===== src/rtl/e203_exu_brslv_q.sv =====
`default_nettype none
// ============================================================================
// e203_exu_brslv_q : commit-stage branch resolver, IFU flush handshake and BHT update queue.
// Optional feature macro: E203_BRSLV_PERF_CNT_EN (bxx hit/miss counters).  Rev 1.0
// ============================================================================
module e203_exu_brslv_q #(
  parameter int PC_W      = 32,
  parameter int XLEN      = 32,
  parameter int UPD_DEPTH = 4,
  parameter int CNT_W     = 32
) (
  input  logic             clk,
  input  logic             rst_n,

  input  logic             cmt_i_valid,
  output logic             cmt_i_ready,
  input  logic             cmt_i_rv32,
  input  logic             cmt_i_bjp,
  input  logic             cmt_i_bxx,
  input  logic             cmt_i_fencei,
  input  logic             cmt_i_mret,
  input  logic             cmt_i_dret,
  input  logic             cmt_i_bjp_prdt,
  input  logic             cmt_i_bjp_rslv,
  input  logic [PC_W-1:0]  cmt_i_pc,
  input  logic [XLEN-1:0]  cmt_i_imm,

  input  logic [PC_W-1:0]  csr_epc_r,
  input  logic [PC_W-1:0]  csr_dpc_r,
  input  logic             nonalu_excpirq_flush_req_raw,

  output logic             brchmis_flush_req,
  input  logic             brchmis_flush_ack,
  output logic [PC_W-1:0]  brchmis_flush_pc,

  output logic             cmt_mret_ena,
  output logic             cmt_dret_ena,
  output logic             cmt_fencei_ena,

  output logic             bht_upd_valid,
  input  logic             bht_upd_ready,
  output logic [PC_W-1:0]  bht_upd_pc,
  output logic             bht_upd_taken,
  output logic             bht_upd_mis,

  output logic [CNT_W-1:0] perf_bxx_cnt,
  output logic [CNT_W-1:0] perf_bxxmis_cnt
);

  localparam int             PTR_W     = $clog2(UPD_DEPTH);
  localparam int             ENT_W     = PC_W + 2;
  localparam logic [PTR_W:0] FIFO_FULL = (PTR_W+1)'(UPD_DEPTH);

  typedef enum logic [0:0] {
    ST_IDLE = 1'b0,
    ST_REQ  = 1'b1
  } state_t;

  state_t            state_q, state_d;
  logic [PC_W-1:0]   flush_pc_q, flush_pc_d;
  logic              mret_q, mret_d;
  logic              dret_q, dret_d;
  logic              fencei_q, fencei_d;

  logic [ENT_W-1:0]  mem_q [UPD_DEPTH];
  logic [ENT_W-1:0]  mem_d [UPD_DEPTH];
  logic [PTR_W-1:0]  wptr_q, wptr_d;
  logic [PTR_W-1:0]  rptr_q, rptr_d;
  logic [PTR_W:0]    cnt_q, cnt_d;

  logic [PC_W-1:0]   imm_pc;
  logic [PC_W-1:0]   next_pc;
  logic [PC_W-1:0]   target_pc;
  logic              need_flush;
  logic              is_br;
  logic              bxx_mis;
  logic              fifo_full;
  logic              fifo_empty;
  logic              accept;
  logic              push;
  logic              pop;
  logic              flush_hsk;

  // Offset is narrowed (or sign-extended) to PC width before the modulo-2^PC_W add.
  generate
    if (XLEN >= PC_W) begin : g_imm_trunc
      assign imm_pc = cmt_i_imm[PC_W-1:0];
      if (XLEN > PC_W) begin : g_imm_hi
        logic unused_imm_hi;
        assign unused_imm_hi = ^cmt_i_imm[XLEN-1:PC_W];
      end
    end else begin : g_imm_sext
      assign imm_pc = {{(PC_W-XLEN){cmt_i_imm[XLEN-1]}}, cmt_i_imm};
    end
  endgenerate

  assign bxx_mis    = cmt_i_bjp_prdt ^ cmt_i_bjp_rslv;
  assign need_flush = (cmt_i_bjp & bxx_mis) | cmt_i_fencei | cmt_i_mret | cmt_i_dret;
  assign is_br      = cmt_i_bjp | cmt_i_fencei | cmt_i_mret | cmt_i_dret;
  assign fifo_full  = (cnt_q == FIFO_FULL);
  assign fifo_empty = (cnt_q == '0);

  // A full queue stalls bxx even when a pop lands in the same cycle.
  always_comb begin
    if (state_q == ST_IDLE)
      cmt_i_ready = ~is_br | (~nonalu_excpirq_flush_req_raw & ~(cmt_i_bxx & fifo_full));
    else
      cmt_i_ready = ~is_br;
  end

  assign accept    = cmt_i_valid & cmt_i_ready;
  assign push      = accept & cmt_i_bxx;
  assign pop       = ~fifo_empty & bht_upd_ready;

  assign next_pc   = cmt_i_pc + (cmt_i_rv32 ? PC_W'(4) : PC_W'(2));

  always_comb begin
    target_pc = next_pc;
    if (cmt_i_mret)
      target_pc = csr_epc_r;
    else if (cmt_i_dret)
      target_pc = csr_dpc_r;
    else if (cmt_i_bjp & ~cmt_i_bjp_prdt)
      target_pc = cmt_i_pc + imm_pc;
  end

  // A pending non-ALU flush masks the request in the same cycle and cancels it.
  assign brchmis_flush_req = (state_q == ST_REQ) & ~nonalu_excpirq_flush_req_raw;
  assign brchmis_flush_pc  = flush_pc_q;
  assign flush_hsk         = brchmis_flush_req & brchmis_flush_ack;

  assign cmt_mret_ena      = flush_hsk & mret_q;
  assign cmt_dret_ena      = flush_hsk & dret_q;
  assign cmt_fencei_ena    = flush_hsk & fencei_q;

  always_comb begin
    state_d    = state_q;
    flush_pc_d = flush_pc_q;
    mret_d     = mret_q;
    dret_d     = dret_q;
    fencei_d   = fencei_q;
    case (state_q)
      ST_IDLE: begin
        if (accept & need_flush) begin
          state_d    = ST_REQ;
          flush_pc_d = target_pc;
          mret_d     = cmt_i_mret;
          dret_d     = cmt_i_dret;
          fencei_d   = cmt_i_fencei;
        end
      end
      ST_REQ: begin
        if (nonalu_excpirq_flush_req_raw | brchmis_flush_ack)
          state_d = ST_IDLE;
      end
      default: state_d = ST_IDLE;
    endcase
  end

  always_comb begin
    mem_d = mem_q;
    if (push)
      mem_d[wptr_q] = {cmt_i_pc, cmt_i_bjp_rslv, bxx_mis};
    wptr_d = wptr_q + PTR_W'(push);
    rptr_d = rptr_q + PTR_W'(pop);
    cnt_d  = cnt_q + (PTR_W+1)'(push) - (PTR_W+1)'(pop);
  end

  assign bht_upd_valid = ~fifo_empty;
  assign {bht_upd_pc, bht_upd_taken, bht_upd_mis} = mem_q[rptr_q];

  always_ff @(posedge clk or negedge rst_n) begin
    if (!rst_n) begin
      state_q    <= ST_IDLE;
      flush_pc_q <= '0;
      mret_q     <= 1'b0;
      dret_q     <= 1'b0;
      fencei_q   <= 1'b0;
      wptr_q     <= '0;
      rptr_q     <= '0;
      cnt_q      <= '0;
      for (int i = 0; i < UPD_DEPTH; i++)
        mem_q[i] <= '0;
    end else begin
      state_q    <= state_d;
      flush_pc_q <= flush_pc_d;
      mret_q     <= mret_d;
      dret_q     <= dret_d;
      fencei_q   <= fencei_d;
      wptr_q     <= wptr_d;
      rptr_q     <= rptr_d;
      cnt_q      <= cnt_d;
      for (int i = 0; i < UPD_DEPTH; i++)
        mem_q[i] <= mem_d[i];
    end
  end

`ifdef E203_BRSLV_PERF_CNT_EN
  logic [CNT_W-1:0] bxx_cnt_q, bxx_cnt_d;
  logic [CNT_W-1:0] bxxmis_cnt_q, bxxmis_cnt_d;

  // Counters stick at all-ones rather than wrapping.
  always_comb begin
    bxx_cnt_d    = bxx_cnt_q;
    bxxmis_cnt_d = bxxmis_cnt_q;
    if (push) begin
      if (!bxx_mis) begin
        if (!(&bxx_cnt_q))
          bxx_cnt_d = bxx_cnt_q + CNT_W'(1);
      end else if (!(&bxxmis_cnt_q)) begin
        bxxmis_cnt_d = bxxmis_cnt_q + CNT_W'(1);
      end
    end
  end

  always_ff @(posedge clk or negedge rst_n) begin
    if (!rst_n) begin
      bxx_cnt_q    <= '0;
      bxxmis_cnt_q <= '0;
    end else begin
      bxx_cnt_q    <= bxx_cnt_d;
      bxxmis_cnt_q <= bxxmis_cnt_d;
    end
  end

  assign perf_bxx_cnt    = bxx_cnt_q;
  assign perf_bxxmis_cnt = bxxmis_cnt_q;
`else
  assign perf_bxx_cnt    = '0;
  assign perf_bxxmis_cnt = '0;
`endif

endmodule
`default_nettype wire


===== config.mk =====
export PLATFORM = sky130hd
export DESIGN_NAME = e203_exu_brslv_q
export DESIGN_NICKNAME = d
export VERILOG_FILES = /design/src/rtl/e203_exu_brslv_q.sv
export SDC_FILE = /design/constraint.sdc
export NUM_CORES = 1
export LEC_CHECK = 0
export CAP_MARGIN = 25
export CORE_ASPECT_RATIO = 0.8
export CORE_UTILIZATION = 46
export CTS_BUF_LIST = sky130_fd_sc_hd__clkbuf_8
export DETAILED_ROUTE_END_ITERATION = 16
export PLACE_DENSITY = 0.82
export SLEW_MARGIN = 25
export SYNTH_ARGS = -nofsm -noshare
export SYNTH_HDL_FRONTEND = slang
export SYNTH_SLANG_ARGS = --single-unit
export TNS_END_PERCENT = 50

===== constraint.sdc =====
create_clock -name clk -period 2.25 [get_ports clk]
set_input_delay 0.45 -clock clk [delete_from_list [all_inputs] [get_ports clk]]
set_output_delay 0.45 -clock clk [all_outputs]
set_load 0.1 [all_outputs]

==> out/results.txt <==
Status -> finished, violations left
Failing checks -> setup timing
DP Area -> 0.0144 mm²
Initial Util -> 47.2%
Core box area -> 0.0217 mm²
Most common cell after layout, fill and taps aside -> buf_4
Clock Power Share -> 9.4%
Endpoints failing setup -> 116
Full die area -> 0.0229 mm²
Fin crit share -> 131%
Root Buffer -> clkbuf_8
Unrepaired setup endpoints after global routing -> true
Pin count of the biggest net entering global routing -> 58
WL final -> 36000 µm
Boundary pin count -> 278
Final nets -> 1461
CTS sink count -> 179
Die H -> 136 µm
Asr flop ratio synth -> 100%
Vias in the first global route -> 9203
ANT nets after route -> 0
FILL cells -> 1413
Yosys warnings -> 0
IO Port Bufs -> 213
Leak Pwr -> 7.40 nW
Final hold violation count -> 0
All-Layer GR Usage -> 30.9%
Worst Path Arrival -> 3.30 ns
Crit. End Element -> flip-flop
Met2 GRT Util -> 49.5%
Worst min-delay path class -> input pin to asynchronous set/reset pin
Post-DP HPWL -> 23900 µm
Max cap viols -> 0
Routed vias/inst -> 5.60
Finished Core Util -> 74.1%
GR peak layer -> met2
Setup Skew -> 0.0164 ns
Final instance area -> 0.0161 mm²
Syn-to-layout area delta -> 57.0%
Power share of the combinational group -> 66.5%
Area of the multi-input gates -> 0.00631 mm²
Clock transition at path regs -> 0.10 ns
Global-route wire length before repair -> 52900 µm
#FFs+latches synth -> 179
Seq pwr share -> 24.1%
Routability cong. -> 0.896
Worst Path Max Fanout -> 5
Post-synth cell types -> 60
CTS tree -> done
Sequential area share after synthesis -> 43.7%
Worst setup SP type -> input pin
Aggregate global routing overflow -> 0
Antenna violations before repair -> 5
M3 GR Usage -> 6.78%
Int Power -> 11.9 mW
DR iter-0 viols -> 727
Syn Std Cell Area -> 0.0103 mm²
Highest clock rate -> 340 MHz
Met1 Use GR -> 41.3%
DP Cell Count -> 1513
Fin crit period -> 2.94 ns
Top FF cell, synth -> dfrtp_1
Most frequent cells in the layout -> buf_4 (195), dfrtp_1 (178), clkdlybuf4s50_1 (123), mux2_4 (94), conb_1 (64)
CTS Buffer Depth -> 2
Sw power -> 12.1 mW
CTS Buf Count -> 17
Switch share -> 50.3%
Final Non-Filler Cells -> 1598
Post-synthesis area per instance -> 11.6 µm²
Pre-antenna DRT Iters -> 7
Vias -> 8952
Die width -> 169 µm
H-Tree Depth -> 4
Final Max Tran Viols -> 0
Worst skew pair latency -> 0.49 ns
DR WL/cell -> 22.5 µm
Reg area -> 0.00448 mm²
Number of synthesized flops with an enable pin -> 0
Layout cells sized above 1 -> 45.1%
# DRC -> 0
Required time of the worst setup path -> 2.61 ns
Fin worst setup slack -> -0.689 ns
Row cnt -> 48
Crit Path Class -> input pin to flip-flop
Synth Instances -> 887
VDD IR-drop max -> 1.15 mV
Pwr Density -> 1490 mW/mm²
Setup TNS Final -> -16.59 ns
==> logic make-up (layout without fill, tap and decap cells) <==
family                   count (synthesis)  count (layout)  synth area share [%]
AND/OR/NAND/NOR                        180             180                  8.60
buffers and inverters                  126             471                  7.06
flip-flops                             179             179                  43.7
other                                    1              67                0.0366
AO/OA/AOI/OAI                          156             156                  10.3
adder cells (fa/ha/maj)                 37              37                  4.66
multiplexers                           178             178                  23.1
XOR/XNOR                                30              30                  2.56
==> metal layers <==
layer | up-vias | wire length [µm] | share of wire, %
met4 | 2 | 1110 | 3.1
met1 | 4513 | 15000 | 42
met3 | 86 | 2540 | 7.1
li1 | 3889 | - | -
met5 | - | 10 | 0.028
met2 | 462 | 17400 | 48
==> cells in the mapped netlist, types with 4 or more instances <==
| library cell | n | area, µm² |
|---|---|---|
| o21ai_0 | 37 | 185 |
| buf_4 | 64 | 480 |
| a21o_1 | 10 | 75.1 |
| xor2_1 | 14 | 123 |
| buf_2 | 9 | 45.0 |
| buf_1 | 4 | 15.0 |
| mux4_2 | 34 | 766 |
| nand3_1 | 8 | 40.0 |
| o211ai_1 | 6 | 45.0 |
| ha_1 | 35 | 438 |
| inv_1 | 15 | 56.3 |
| o221ai_1 | 14 | 123 |
| a22oi_1 | 17 | 128 |
| mux2i_1 | 10 | 100 |
| and3_1 | 7 | 43.8 |
| clkbuf_1 | 33 | 124 |
| dfrtp_1 | 179 | 4480 |
| a21oi_1 | 38 | 190 |
| nor3_1 | 11 | 55.1 |
| nand2_1 | 67 | 251 |
| mux2_2 | 131 | 1480 |
| nand2b_1 | 4 | 25.0 |
| xnor2_1 | 16 | 140 |
| and2_1 | 32 | 200 |
| nor2_1 | 27 | 101 |
| o21a_1 | 4 | 30.0 |
| nor2b_1 | 7 | 43.8 |
| nand4_1 | 4 | 25.0 |
==> per-stage QoR <==
| stage | worst slack, ns | hold WS (ns) | power, mW |
|---|---|---|---|
| after detailed placement | -1.77 | 0.416 | 20.9 |
| after global placement | -1.66 | 0.411 | 20.5 |
| final | -0.689 | 0.467 | 24.1 |
| after CTS | -0.640 | 0.447 | 23.8 |
| after global routing | -0.726 | 0.472 | 24.9 |
| after floorplan | -0.990 | 0.154 | 16.0 |
==> sequential cells by signal (all words and copies together) (netlist names) <==
name              count
mret_q                1
cnt_q                 3
state_q               1
fencei_q              1
brchmis_flush_pc     32
rptr_q                2
dret_q                1
mem_q               136
wptr_q                2
==> power groups by stage <==
stage,registers (mW),logic (mW),clock network (mW)
2_1_floorplan,7.13,8.87,0
3_3_place_gp,5.62,14.9,0
3_5_place_dp,5.74,15.1,0
4_1_cts,5.72,15.8,2.29
5_1_grt,5.94,16.5,2.42
6_report,5.79,16.0,2.27
==> final timing paths <==
path	slack, ns	depth (start not counted)	endpoint	from
max	-0.69	15	brchmis_flush_pc[28]	cmt_i_bjp
min	0.47	2	mem_q[103]	rst_n
max reg2reg	-0.13	12	cnt_q[2]	cnt_q[2]
min reg2reg	0.50	2	brchmis_flush_pc[3]	brchmis_flush_pc[3]
max in group asynchronous	1.06	3	mem_q[27]	rst_n
min in group clk	0.47	3	mem_q[3]	cmt_i_pc[1]
==> timing repair <==
item / CTS / global route
endpoints found under the hold margin: 44 / 0
hold buffers: 1 / 0
pin swaps: 69 / 64
cloned: 9 / 0
gates resized for setup: 122 / 86
setup endpoints to repair: 142 / 156
buffers inserted: 20 / 26
==> critical path: stages <==
cell and delay, ns:
buf_12 0.11, nor2b_4 0.13, and2_4 0.14, ha_4 0.15
inv_2 0.05, fa_2 0.23, nor2b_4 0.05, o31a_1 0.28
o41a_1 0.36, o21ai_2 0.23, o211ai_2 0.13, a211o_1 0.36
a2111oi_4 0.34, nor4_1 0.10, nand3b_1 0.17
==> area by class of cell <==
cell class              instances  area share, %
well taps                     300           2.33
repair buffers                423           27.7
clock inverters                15           1.06
clock buffers                  17           1.45
flip-flops and latches        179           27.8
inverters                      16          0.420
diodes                          3         0.0466
multi-input cells             645           39.2
Power figures use the tool's default switching activity.
